`config.mk`:
```
export PLATFORM = sky130hd
export DESIGN_NAME = ped_request_cond_flat
export DESIGN_NICKNAME = d
export VERILOG_FILES = /design/src/rtl/ped_req_pkg.sv /design/src/rtl/ped_request_cond_if.sv /design/src/rtl/ped_debounce.sv /design/src/rtl/ped_request_cond.sv /design/src/flat_wrapper.sv
export SDC_FILE = /design/constraint.sdc
export NUM_CORES = 1
export LEC_CHECK = 0
export CORE_UTILIZATION = 30
export CTS_BUF_LIST = sky130_fd_sc_hd__clkbuf_4 sky130_fd_sc_hd__clkbuf_8
export CTS_CLUSTER_DIAMETER = 50
export CTS_CLUSTER_SIZE = 20
export DETAILED_ROUTE_END_ITERATION = 16
export PLACE_DENSITY = 0.45
export REMOVE_ABC_BUFFERS = 1
export SYNTH_ARGS = -nofsm -noshare
export SYNTH_HDL_FRONTEND = slang
export SYNTH_SLANG_ARGS = --single-unit
```
`constraint.sdc`:
```
create_clock -name clk -period 3.7 [get_ports clk]
set_input_delay 0.37 -clock clk [delete_from_list [all_inputs] [get_ports clk]]
set_output_delay 0.37 -clock clk [all_outputs]
set_load 0.03 [all_outputs]
```
`src/rtl/ped_req_pkg.sv`:
```
// Shared definitions for the pedestrian request conditioner.
// Holds the request FSM state encoding and the default timing constants,
// which the RGY controller bench also uses.
package ped_req_pkg;

  // Request FSM state encoding
  typedef logic [1:0] state_t;
  localparam state_t IDLE    = 2'd0;
  localparam state_t PENDING = 2'd1;
  localparam state_t HOLDOFF = 2'd2;

  // Default timing / sizing constants shared with the controller bench
  localparam int DEFAULT_DEBOUNCE_CYCLES = 16;
  localparam int DEFAULT_HOLDOFF_CYCLES  = 64;
  localparam int DEFAULT_CNT_W           = 8;

  // Bits needed to hold values 0..max_val, never less than one bit
  function automatic int cnt_width(input int max_val);
    int w;
    w = $clog2(max_val + 1);
    return (w < 1) ? 1 : w;
  endfunction

endpackage

```
`src/rtl/ped_request_cond_if.sv`:
```
// Button / controller side signals of the pedestrian request conditioner.
// slave  : the conditioner itself (takes button and acknowledge, drives status)
// master : the surrounding logic (RGY controller and button pad)
interface ped_request_cond_if #(
  parameter int CNT_W = 8
) ();

  logic             btn_raw;
  logic             req_ack;
  logic             ped_req;
  logic             btn_clean;
  logic             holdoff;
  logic [CNT_W-1:0] req_count;

  modport master (
    output btn_raw,
    output req_ack,
    input  ped_req,
    input  btn_clean,
    input  holdoff,
    input  req_count
  );

  modport slave (
    input  btn_raw,
    input  req_ack,
    output ped_req,
    output btn_clean,
    output holdoff,
    output req_count
  );

endinterface

```
`src/rtl/ped_debounce.sv`:
```
// Two-flop synchroniser followed by a stability counter.
// btn_clean only follows the synchronised button after DEBOUNCE_CYCLES
// consecutive samples that disagree with the current clean level.
module ped_debounce
  import ped_req_pkg::*;
#(
  parameter int DEBOUNCE_CYCLES = DEFAULT_DEBOUNCE_CYCLES
) (
  input  logic clk,
  input  logic reset,
  input  logic btn_raw,
  output logic btn_clean
);

  localparam int DW = cnt_width(DEBOUNCE_CYCLES);
  // Counter value at which the next disagreeing sample reaches DEBOUNCE_CYCLES
  localparam logic [DW-1:0] LAST = DW'(DEBOUNCE_CYCLES - 1);

  logic          sync_meta;
  logic          sync;
  logic [DW-1:0] db_cnt;

  // Bring the asynchronous button level into the clk domain
  always_ff @(posedge clk or negedge reset) begin
    if (!reset) begin
      sync_meta <= 1'b0;
      sync      <= 1'b0;
    end else begin
      sync_meta <= btn_raw;
      sync      <= sync_meta;
    end
  end

  // Count disagreeing samples; any agreeing sample restarts the count
  always_ff @(posedge clk or negedge reset) begin
    if (!reset) begin
      db_cnt    <= '0;
      btn_clean <= 1'b0;
    end else if (sync != btn_clean) begin
      if (db_cnt == LAST) begin
        btn_clean <= sync;
        db_cnt    <= '0;
      end else begin
        db_cnt <= db_cnt + 1'b1;
      end
    end else begin
      db_cnt <= '0;
    end
  end

endmodule

```
`src/rtl/ped_request_cond.sv`:
```
// Pedestrian push-button conditioner feeding the RGY controller.
// Debounced presses raise a level request (ped_req) that is held until the
// controller acknowledges it, followed by a hold-off window that discards
// further presses.
// Optional macro PED_REQ_COUNT_EN builds a saturating press counter on
// req_count; without it req_count is tied to zero.
module ped_request_cond
  import ped_req_pkg::*;
#(
  parameter int DEBOUNCE_CYCLES = DEFAULT_DEBOUNCE_CYCLES,
  parameter int HOLDOFF_CYCLES  = DEFAULT_HOLDOFF_CYCLES,
  parameter int CNT_W           = DEFAULT_CNT_W
) (
  input  logic               clk,
  input  logic               reset,
  ped_request_cond_if.slave  bus
);

  localparam int HW = cnt_width(HOLDOFF_CYCLES);
  localparam logic [HW-1:0] HOLD_LOAD = HW'(HOLDOFF_CYCLES);

  logic          btn_clean;
  logic          btn_clean_prev;
  logic          press;

  state_t        state_reg;
  state_t        state_next;
  logic [HW-1:0] hold_cnt_reg;
  logic [HW-1:0] hold_cnt_next;
  logic          ped_req_reg;
  logic          ped_req_next;
  logic          holdoff_reg;
  logic          holdoff_next;

  ped_debounce #(
    .DEBOUNCE_CYCLES (DEBOUNCE_CYCLES)
  ) u_debounce (
    .clk       (clk),
    .reset     (reset),
    .btn_raw   (bus.btn_raw),
    .btn_clean (btn_clean)
  );

  // Only the rising edge of the clean level counts as a press
  assign press = btn_clean & ~btn_clean_prev;

  // State register, hold-off counter and registered outputs
  always_ff @(posedge clk or negedge reset) begin
    if (!reset) begin
      state_reg      <= IDLE;
      hold_cnt_reg   <= '0;
      ped_req_reg    <= 1'b0;
      holdoff_reg    <= 1'b0;
      btn_clean_prev <= 1'b0;
    end else begin
      state_reg      <= state_next;
      hold_cnt_reg   <= hold_cnt_next;
      ped_req_reg    <= ped_req_next;
      holdoff_reg    <= holdoff_next;
      btn_clean_prev <= btn_clean;
    end
  end

  // Next-state logic: presses only count in IDLE, acknowledge only in PENDING
  always_comb begin
    state_next    = state_reg;
    hold_cnt_next = hold_cnt_reg;
    case (state_reg)
      IDLE: begin
        if (press) begin
          state_next = PENDING;
        end
      end
      PENDING: begin
        // Acknowledge takes priority; a coincident press is simply merged away
        if (bus.req_ack) begin
          if (HOLDOFF_CYCLES == 0) begin
            state_next = IDLE;
          end else begin
            state_next    = HOLDOFF;
            hold_cnt_next = HOLD_LOAD;
          end
        end
      end
      HOLDOFF: begin
        // The cycle holding value 1 is the last hold-off cycle
        if (hold_cnt_reg <= HW'(1)) begin
          state_next    = IDLE;
          hold_cnt_next = '0;
        end else begin
          hold_cnt_next = hold_cnt_reg - 1'b1;
        end
      end
      default: begin
        state_next    = IDLE;
        hold_cnt_next = '0;
      end
    endcase
  end

  // Output decode from the upcoming state so the outputs leave a flop
  always_comb begin
    ped_req_next = (state_next == PENDING);
    holdoff_next = (state_next == HOLDOFF);
  end

  assign bus.ped_req   = ped_req_reg;
  assign bus.holdoff   = holdoff_reg;
  assign bus.btn_clean = btn_clean;

`ifdef PED_REQ_COUNT_EN
  logic [CNT_W-1:0] count_reg;

  // Count accepted presses (IDLE to PENDING), sticking at all-ones
  always_ff @(posedge clk or negedge reset) begin
    if (!reset) begin
      count_reg <= '0;
    end else if ((state_reg == IDLE) && (state_next == PENDING) && (count_reg != '1)) begin
      count_reg <= count_reg + 1'b1;
    end
  end

  assign bus.req_count = count_reg;
`else
  assign bus.req_count = '0;
`endif

endmodule

```
`src/flat_wrapper.sv`:
```
// flat-port wrapper written by rule: the top's interface ports become plain ports
module ped_request_cond_flat import ped_req_pkg::*;
#(
  parameter int DEBOUNCE_CYCLES = DEFAULT_DEBOUNCE_CYCLES,
  parameter int HOLDOFF_CYCLES  = DEFAULT_HOLDOFF_CYCLES,
  parameter int CNT_W           = DEFAULT_CNT_W
)
  (clk, reset, bus_btn_raw, bus_req_ack, bus_ped_req, bus_btn_clean, bus_holdoff, bus_req_count);
  ped_request_cond_if #(.CNT_W(CNT_W)) bus_i ();
  input  logic clk;
  input  logic reset;
  input wire logic [$bits(bus_i.btn_raw)-1:0] bus_btn_raw;
  input wire logic [$bits(bus_i.req_ack)-1:0] bus_req_ack;
  output wire logic [$bits(bus_i.ped_req)-1:0] bus_ped_req;
  output wire logic [$bits(bus_i.btn_clean)-1:0] bus_btn_clean;
  output wire logic [$bits(bus_i.holdoff)-1:0] bus_holdoff;
  output wire logic [$bits(bus_i.req_count)-1:0] bus_req_count;
  assign bus_i.btn_raw = bus_btn_raw;
  assign bus_i.req_ack = bus_req_ack;
  assign bus_ped_req = bus_i.ped_req;
  assign bus_btn_clean = bus_i.btn_clean;
  assign bus_holdoff = bus_i.holdoff;
  assign bus_req_count = bus_i.req_count;
  ped_request_cond #(.DEBOUNCE_CYCLES(DEBOUNCE_CYCLES), .HOLDOFF_CYCLES(HOLDOFF_CYCLES), .CNT_W(CNT_W)) u_core (.clk(clk), .reset(reset), .bus(bus_i));
endmodule
```
== Word-level counts from Yosys, hierarchy flattened ==
Cells that the tools add are included.
Storage, ports and cells
  flip-flop bits (word level): 20
  input bits: 4
  word-level logic and storage cells: 34
Cells by class
  add/sub/neg operators: 2
  $lt $le $gt $ge: 1
  eq/ne operators: 7
  mux-type cells: 9
  bitwise operators: 3
  reduce and logical (&&, ||, !) cells: 3
Operators with widths (number)
  $pmux 7 s3: 1
  $mux 7: 2
  $mux 5: 2
  $le 7x1->1 const B: 1
  $sub 7x1->7 const B: 1
  $mux 2: 3
  $pmux 2 s3: 1
  $add 5x1->5 const B: 1
  $eq 5x4->1 const B: 1
  $eq 2x1->1 const B: 2
  $eq 2x2->1 const B: 2
  $reduce_and 2->1: 2
  $logic_not 2->1: 1
  $ne 2x2->1 const B: 1
  $not 1->1: 2
  $and 1x1->1: 1
  $ne 1x1->1: 1

== Depth between registers and ports, before layout ==
Gate-level depths: netlist of run 1.
  depth after elaboration: 5
  depth in mapped cells: 6
  gate-level depth less buffers: 6

== Cells and area by module ==
A second synthesis of run 1 with hierarchy kept.
Unflattened totals
  cells, all modules: 95
  area total of the unflattened synthesis: 1054.8 µm²
By module, submodules not included
  ped_request_cond: instances 1, cells an instance 72, area an instance 750.7 µm²
  ped_debounce: instances 1, cells an instance 23, area an instance 304.0 µm²

== Worst setup path after synthesis of run 1 ==
No wires, ideal clock.
  path type: reg2reg
  start: register u_core.hold_cnt_reg[0]
  end: register u_core.hold_cnt_reg[6]
  setup time: 0.122 ns
  data arrival time: 1.491 ns
  data required time: 3.578 ns
  slack: 2.087 ns
  stages on the path, launching flop included: 7
  path buffers: 0
  clock period less this slack: 1.613 ns
  cells stage by stage: dfrtp_1 inv_1 ha_1 or4b_1 nor2_1 o21ai_0 a32o_1
Between the ends
  longest elaborated chain between the ends: 3
  elaborated cells on any way between the ends: 4
RTL lines
  start: declaration: line ped_request_cond.sv:28  | logic [HW-1:0] hold_cnt_reg;
  start signal: assignment: line ped_request_cond.sv:57  | hold_cnt_reg <= hold_cnt_next;
  $sub 7x1->7 / $le 7x1->1 (equally long branches): line ped_request_cond.sv:91, ped_request_cond.sv:87
  $mux 7 (*): line ped_request_cond.sv:87  | if (hold_cnt_reg <= HW'(1)) begin
  $pmux 7 s3 (*): line ped_request_cond.sv:68  | case (state_reg)
Every way passes the cells marked *; elsewhere a longest branch is shown, timed or not.
A chain may end at the register's enable or synchronous reset.

== Worst setup path in the final report of run 1 ==
  start: register u_core.u_debounce.btn_clean
  end: output bus_btn_clean
RTL lines
  start: declaration: line ped_debounce.sv:12  | output logic btn_clean
  start signal: assignment: line ped_debounce.sv:41  | btn_clean <= sync;
  end: declaration: line flat_wrapper.sv:15  | output wire logic [$bits(bus_i.btn_clean)-1:0] bus_btn_clean;
No word-level cell between the ends.

==> flow_summary.ini, run 1 <==
[worst_setup_path]
crit_family = buffers and inverters
timing.rr.start = u_core.hold_cnt_reg[0]
crit_type = register to primary output
max_stage_delay_ps = 710
critPathSlowestCell = clkdlybuf4s50_1
crit_chain = clkdlybuf4s50_1
crit_path_start = u_core.u_debounce.btn_clean
path_depth = 1
path_buf_inv = 1
cp-start-kind = register
cp_max_fo = 6
cp.required_ps = 3330
r2r_cells = 6
crit_arrival_ps = 1460
endpoint_kind = primary output

[placed_design]
post-place-ws_ps = 1940
dp_hpwl_um = 1416
portBuffers = 6
place.gp.congestion = 0.7703

[clocking]
root_buffer = clkbuf_4
htreeDepth = 1
cts_setup_buffers = 0
insertion_delay_ps = 300
clk_pin_slew_worst_paths_ps = 120
clock-sinks = 20
cts_resized = 0
clk_path_buf_depth = 2
numCtsBuffers = 3
ctsHoldBuffers = 0
cts_tree = yes

[sta]
finClkSkew_ps = 3.779
setup_viol_count_final = 0
fmax_mhz = 545.0
tns_ps = 0
finalHoldViolCount = 0
rsz0062_at_grt = false
relSlewSlack = 0.3964
drv_slew = 0
period_minus_slack_ps = 1835
period_share = 0.4959
worst-slew-pin-transition_ps = 902.6
postLayoutSetupSlackWorst_ps = 1865

[global_routing]
grt-busiest-layer = met2
first_global_vias = 714
grtUsageMet1 = 0.1416
grt_use_total = 0.1175
grt_start_max_net_pins = 21
grt-ovfl-total = 0
gr-usage-met3 = 0.02692
grt_first_pass_wirelength_um = 3139
antenna_found_initial = 0
use_met2 = 0.1982

[logic_synthesis]
synth.area.top_cells = dfrtp_1 47%, ha_1 8.2%, buf_4 5.6%
yosys_warnings = 0
ys_seq_area_frac = 0.4662
post_synth_num_cell_types = 34
synth_top_area_share = 0.4662
ys_seq_elements = 20
synthArstFlopShare = 1.000
yosys.area.top_type = dfrtp_1
syn_avg_cell_area_um2 = 10.42
ys.flop_type = dfrtp_1
synth_edf_count = 0
syn_area_mm2 = 0.001074
synth_cells = 103

[floorplanning]
core-area_mm2 = 0.003390
initial_core_util = 0.3167
die-height_um = 61.82
die_w_um = 61.82
num_rows = 21
io_pins = 15
die-area_mm2 = 0.003822

[power_and_ir_drop]
switching_share = 0.2758
irDropWorstVdd_uv = 180.4
power.switching_w = 0.0001418
p_leak_nw = 0.5900
pwr-share-clk = 0.350
p_seq_frac = 0.464
p_comb_frac = 0.187
powerDensity_mw_per_mm2 = 425.1
p_int_w = 0.0003725
fin_total_pwr_w = 0.0005144

[status]
outcome = completed

[drt]
routedWlPerCell_um = 11.97
postRouteAntennaNets = 0
num_vias = 733
drc_errors = 0
dr.pass1.iters = 4
drtIter0Drc = 18
vias_per_cell = 4.639
wl_um = 1891

[cells_and_area]
layout_common_cells = 20 x dfrtp_1, 9 x nor2_1, 8 x inv_1, 8 x conb_1, 7 x ha_1
num-nets-final = 124
fill_cells = 339
final_common_cell = dfrtp_1
largest_reg_flops = 7
syn_to_final_growth_pct = 12.70
drive_gt1_frac = 0.08929
multi_input_comb_area_um2 = 509.2
diodes = 0
seqCellArea_um2 = 500.5

[min_path]
worstHoldStart = u_core.u_debounce.sync_meta
hp-class = register to register
whs_path_depth = 0

[job]
drv_cap = 0
## worst paths after layout
check,endpoint,slack [ps]
setup / recovery,bus_btn_clean,1870
hold / removal,u_core.u_debounce.sync,370
setup reg to reg,u_core.hold_cnt_reg[6],1920
hold reg to reg,u_core.u_debounce.sync,370
max in group asynchronous,u_core.hold_cnt_reg[2],2590
min in group asynchronous,u_core.hold_cnt_reg[5],560
## cell type report
| class | instances | share of cell area |
|---|---|---|
| Tap cell | 46 | 0.04757 |
| Clock buffer | 3 | 0.01861 |
| Inverter | 8 | 0.02482 |
| Sequential cell | 20 | 0.4137 |
| Multi-Input combinational cell | 74 | 0.4209 |
| Clock inverter | 1 | 0.02482 |
| Timing Repair Buffer | 6 | 0.04964 |
## cells by family after synthesis
logic type               after synthesis  synth area share
AND/OR/NAND/NOR                       30            0.1480
AO/OA/AOI/OAI                         25            0.1818
flip-flops                            20            0.4662
buffers and inverters                 16           0.08392
adder cells (fa/ha/maj)                7           0.08158
XOR/XNOR                               3           0.02448
other                                  1          0.003493
multiplexers                           1           0.01049
## metrics by stage
step	hold WS [ps]	std cells	util	cell area (um2)
detailed placement	339.5	154	0.3415	1157
floorplan	74.41	102	-	1040
global route	388.0	158	0.3570	1210
global placement	347.2	154	0.3415	1157
finish	372.9	158	0.3570	1210
CTS	378.6	158	0.3570	1210
## cell usage after synthesis, drive strengths merged (2+ instances only)
master	number
nand3	3
nor3	2
ha	7
nand2	5
o21ai	6
nor2	9
or3	2
o22ai	2
nor2b	3
dfrtp	20
a21oi	6
xor2	3
buf	8
inv	8
## per-layer routing
layer	vias up	part of all wire
met5	-	0
met2	15	0.45
met4	0	0.015
met3	4	0.037
met1	353	0.49
li1	361	-
## power groups by stage
stage / logic, W / clock network, W / registers [W]
after CTS: 0.0000980 / 0.000188 / 0.000239
after floorplan: 0.0000640 / 0 / 0.000247
after detailed placement: 0.0000972 / 0 / 0.000243
final: 0.0000960 / 0.000180 / 0.000239
after global placement: 0.0000975 / 0 / 0.000243
after global routing: 0.000109 / 0.000196 / 0.000240
Note: power is estimated with default switching activity, not from simulation.
==> run 2: changes to the inputs <==
==> constraint.sdc (replaced) <==
create_clock -name clk -period 1.9 [get_ports clk]
set_input_delay 0.19 -clock clk [delete_from_list [all_inputs] [get_ports clk]]
set_output_delay 0.19 -clock clk [all_outputs]
set_load 0.03 [all_outputs]
==> run 2 against run 1 <==
Effect of this change:
- register-to-register slack got worse by 1800 ps
- sequential cell count unchanged
- clock power increased by 9%
- sequential share of layout area increased by 0.26 points
- first-iteration DRC count decreased by 11%
- count of clock-buffer cells in the layout unchanged
- non-clock buffer count increased by 3
- routed wire length increased by 1.0%
- core utilization decreased by 0.22 points
- final cell count increased by 1.3%
- critical path type is now register to register
- critical endpoint is now u_core.hold_cnt_reg[6]
- largest cell class unchanged
==> flow_summary.ini, run 2 (same netlist as run 1, synthesis figures left out) <==
[placed_design]
dp_hpwl_um = 1411
place.gp.congestion = 0.7875
placed_area_mm2 = 0.001180
portBuffers = 6
place_inst = 157

[sta]
rsz0062_at_grt = false
fmax_mhz = 570.3
finClkSkew_ps = 9.201
finalHoldViolCount = 0
drv_slew = 0
period_share = 0.9228
setup_viol_count_final = 0
tns_ps = 0
period_minus_slack_ps = 1753

[drt]
num_vias = 735
drc_errors = 0
dr.pass1.iters = 4
wl_um = 1910
routedWlPerCell_um = 11.94
postRouteAntennaNets = 0
drtIter0Drc = 16
vias_per_cell = 4.594

[worst_setup_path]
timing.rr.start = u_core.hold_cnt_reg[0]
cp.required_ps = 2090
cp_max_fo = 8
crit_path_start = u_core.hold_cnt_reg[0]
cp-start-kind = register
r2r_cells = 6
crit_type = register to register
endpoint_kind = register
crit_arrival_ps = 1940

[global_routing]
grt_start_max_net_pins = 21
grt-ovfl-total = 0
grt_use_total = 0.1214
grt_first_pass_wirelength_um = 3270
antenna_found_initial = 0
first_global_vias = 725

[floorplanning]
core-area_mm2 = 0.003390
die-height_um = 61.82
die-area_mm2 = 0.003822
die_w_um = 61.82
initial_core_util = 0.3167
num_rows = 21
io_pins = 15

[cells_and_area]
fill_cells = 348
layout_common_cells = 20 x dfrtp_1, 9 x nor2_1, 8 x inv_1, 8 x conb_1, 7 x ha_1
drive_gt1_frac = 0.1053
syn_to_final_growth_pct = 12.00
final_common_cell = dfrtp_1
diodes = 0
stdcell_count = 160
largest_reg_flops = 7
fin_area_mm2 = 0.001202
num-nets-final = 127
fin_util = 0.3547

[clocking]
cts_setup_buffers = 0
root_buffer = clkbuf_4
clock-sinks = 20
insertion_delay_ps = 290
htreeDepth = 1
cts_resized = 0
clk_pin_slew_worst_paths_ps = 110
numCtsBuffers = 3
clk_path_buf_depth = 2
ctsHoldBuffers = 0
cts_tree = yes

[power_and_ir_drop]
irDropWorstVdd_uv = 336.9
p_leak_nw = 0.5915
powerDensity_mw_per_mm2 = 711.1

[status]
outcome = completed

[min_path]
hp-class = input port to asynchronous set/reset pin

[job]
drv_cap = 0
## run 2: cell types whose count changed in the layout (fill, tap and decap cells not counted), sizes merged
cell    before  now
buf          0    3
bufinv       1    0
## run 2: through the flow
step	power [W]	setup slack, ps	hold slack [ps]
5_1_grt	0.0009110	33.53	241.4
2_1_floorplan	0.0006063	287.4	-105.6
3_5_place_dp	0.0006686	166.4	337.8
3_3_place_gp	0.0006680	198.5	343.6
6_report	0.0008550	146.7	221.4
4_1_cts	0.0008702	140.3	228.7
## run 2: area by class of cell
type / count / area [um2] / area share
multi-input cells: 74 / 509.2 / 0.4235
flip-flops and latches: 20 / 500.5 / 0.4162
repair buffers: 9 / 82.58 / 0.06868
well taps: 46 / 57.56 / 0.04787
inverters: 8 / 30.03 / 0.02497
clock buffers: 3 / 22.52 / 0.01873
## run 2: metal layers
layer,global-route usage,vias to the layer above,share of wire
met5,0,-,0
met3,0.02277,6,0.039
li1,-,374,-
met1,0.1673,342,0.50
met4,0.07619,0,0.025
met2,0.1751,13,0.43
## run 2: worst max-delay path, cell delays in order, from the launching register on
cell	delay [ps]
dfrtp_1	470
inv_1	80
ha_1	230
or4b_1	470
nor2_1	100
o21ai_0	80
a32o_1	220
## run 2: worst paths after layout
check,to,slack (ps)
worst max-delay path,u_core.hold_cnt_reg[6],150
worst min-delay path,u_core.hold_cnt_reg[4],220
worst max register to register,u_core.hold_cnt_reg[6],150
worst min register to register,u_core.u_debounce.sync,360
max in group asynchronous,u_core.btn_clean_prev,1460
min in group clk,u_core.u_debounce.sync_meta,340
## run 2: power breakdown
part / internal [W] / switching (W)
logic: 0.0000706 / 0.000123
registers: 0.000447 / 0.0000177
clock network: 0.0000737 / 0.000123
==> run 3: changes to the inputs <==
--- a/config.mk
+++ b/config.mk
@@ -10,7 +10,7 @@
 export CTS_CLUSTER_DIAMETER = 50
 export CTS_CLUSTER_SIZE = 20
 export DETAILED_ROUTE_END_ITERATION = 16
-export PLACE_DENSITY = 0.45
+export PLACE_DENSITY = 0.47
 export REMOVE_ABC_BUFFERS = 1
 export SYNTH_ARGS = -nofsm -noshare
 export SYNTH_HDL_FRONTEND = slang
==> constraint.sdc (replaced) <==
create_clock -name clk -period 1.4 [get_ports clk]
set_input_delay 0.14 -clock clk [delete_from_list [all_inputs] [get_ports clk]]
set_output_delay 0.14 -clock clk [all_outputs]
set_load 0.03 [all_outputs]
==> run 3 against run 2 <==
Effect of this change:
- the run now ends with setup timing left
- count of clock-buffer cells in the layout up 1
- routed wire length rose by 13%
- sequential share of layout area down 6.8 points
==> flow_summary.ini, run 3 (same netlist as run 1, synthesis figures left out) <==
[power_and_ir_drop]
powerDensity_mw_per_mm2 = 957.6
fin_total_pwr_w = 0.001377
p_leak_nw = 0.7346
irDropWorstVdd_uv = 521.8

[floorplanning]
core-area_mm2 = 0.003390
die_w_um = 61.82
initial_core_util = 0.3167
num_rows = 21
die-height_um = 61.82
io_pins = 15
die-area_mm2 = 0.003822

[clocking]
root_buffer = clkbuf_4
clk_pin_slew_worst_paths_ps = 130
clock-sinks = 20
htreeDepth = 1
clk_path_buf_depth = 2
cts_tree = yes
insertion_delay_ps = 300
numCtsBuffers = 3
ctsHoldBuffers = 0

[status]
violations = setup timing
outcome = finished, violations left

[drt]
routedWlPerCell_um = 11.69
postRouteAntennaNets = 0
dr.pass1.iters = 4
vias_per_cell = 4.543
wl_um = 2151
drc_errors = 0
drtIter0Drc = 10
num_vias = 836

[worst_setup_path]
rr_endpoint = u_core.hold_cnt_reg[6]
crit_family = simple AND/OR/NAND/NOR gates
crit_chain = inv_1 -> ha_2 -> or4b_4 -> nor2_2 -> o21ai_1 -> a32o_1
timing.rr.start = u_core.hold_cnt_reg[0]
r2r_cells = 6
r2r_slack_ps = -160
cp-start-kind = register
max_stage_delay_ps = 460
crit_type = register to register
critPathSlowestCell = or4b_4
path_buf_inv = 1
cp_max_fo = 3
endpoint_kind = register
cp.required_ps = 1610
crit_arrival_ps = 1770

[sta]
finalHoldViolCount = 0
setup_viol_count_final = 8
postLayoutSetupSlackWorst_ps = -163.7
period_minus_slack_ps = 1564
tns_ps = -707.2
period_share = 1.117
fmax_mhz = 639.5
rsz0062_at_grt = true
finClkSkew_ps = 15.11
drv_slew = 0

[job]
drv_cap = 0

[cells_and_area]
diodes = 0
syn_to_final_growth_pct = 33.92
multi_input_comb_area_um2 = 561.8
seqCellArea_um2 = 500.5
num-nets-final = 150
largest_reg_flops = 7
layout_common_cells = 26 x buf_4, 20 x dfrtp_1, 8 x nor2_1, 8 x conb_1
fin_area_mm2 = 0.001438
drive_gt1_frac = 0.3478
fill_cells = 333
final_common_cell = buf_4

[min_path]
hp-class = input port to asynchronous set/reset pin

[placed_design]
placed_area_mm2 = 0.001330
dp_hpwl_um = 1609
place.gp.congestion = 0.8675
portBuffers = 6

[global_routing]
grt-ovfl-total = 0
first_global_vias = 800
antenna_found_initial = 0
grt_first_pass_wirelength_um = 3574
grt_use_total = 0.1308
grt_start_max_net_pins = 21
==> run 3: area by class of cell <==
type	instances	share of cell area
Clock buffer	4	0.02524
Inverter	8	0.02089
Multi-Input combinational cell	74	0.3908
Sequential cell	20	0.3481
Tap cell	46	0.04003
Timing Repair Buffer	32	0.1749
==> run 3: how the worst max path moves through the flow <==
stage                           startpoint                endpoint  slack [ps]  cells past startpoint
floorplan           u_core.hold_cnt_reg[0]  u_core.hold_cnt_reg[6]        -210                      6
global placement    u_core.hold_cnt_reg[1]      u_core.bus.holdoff        -140                      6
detailed placement  u_core.hold_cnt_reg[0]      u_core.bus.holdoff        -160                      5
CTS                 u_core.hold_cnt_reg[0]  u_core.hold_cnt_reg[6]        -180                      6
global route        u_core.hold_cnt_reg[1]      u_core.bus.ped_req        -230                      6
finish              u_core.hold_cnt_reg[0]  u_core.hold_cnt_reg[6]        -160                      6
==> run 3: repair_timing <==
item / in CTS / in global routing
buffers inserted: 1 / 2
gates resized for setup: 10 / 10
endpoints found under the setup margin: 14 / 11
pin swaps: 5 / 2
==> run 3: power breakdown <==
group          leakage (nW)  switching, W  internal (W)
sequential            0.272     0.0000189      0.000607
clock                0.0210      0.000183      0.000158
combinational         0.442      0.000210      0.000199
==> run 3: layer usage <==
layer,part of all wire,GRT usage
met4,0.0084,0.04762
met5,0,0
met3,0.032,0.02484
met1,0.48,0.1622
met2,0.48,0.2258
==> run 3: stage by stage <==
stage	instances	utilization	hold slack (ps)	setup slack [ps]
6_report	184	0.4241	153.2	-163.7
5_1_grt	184	0.4241	182.5	-233.0
4_1_cts	182	0.4138	156.5	-182.1
3_5_place_dp	177	0.3924	336.5	-161.4
3_3_place_gp	177	0.3924	342.8	-138.7
2_1_floorplan	102	-	-155.6	-212.6
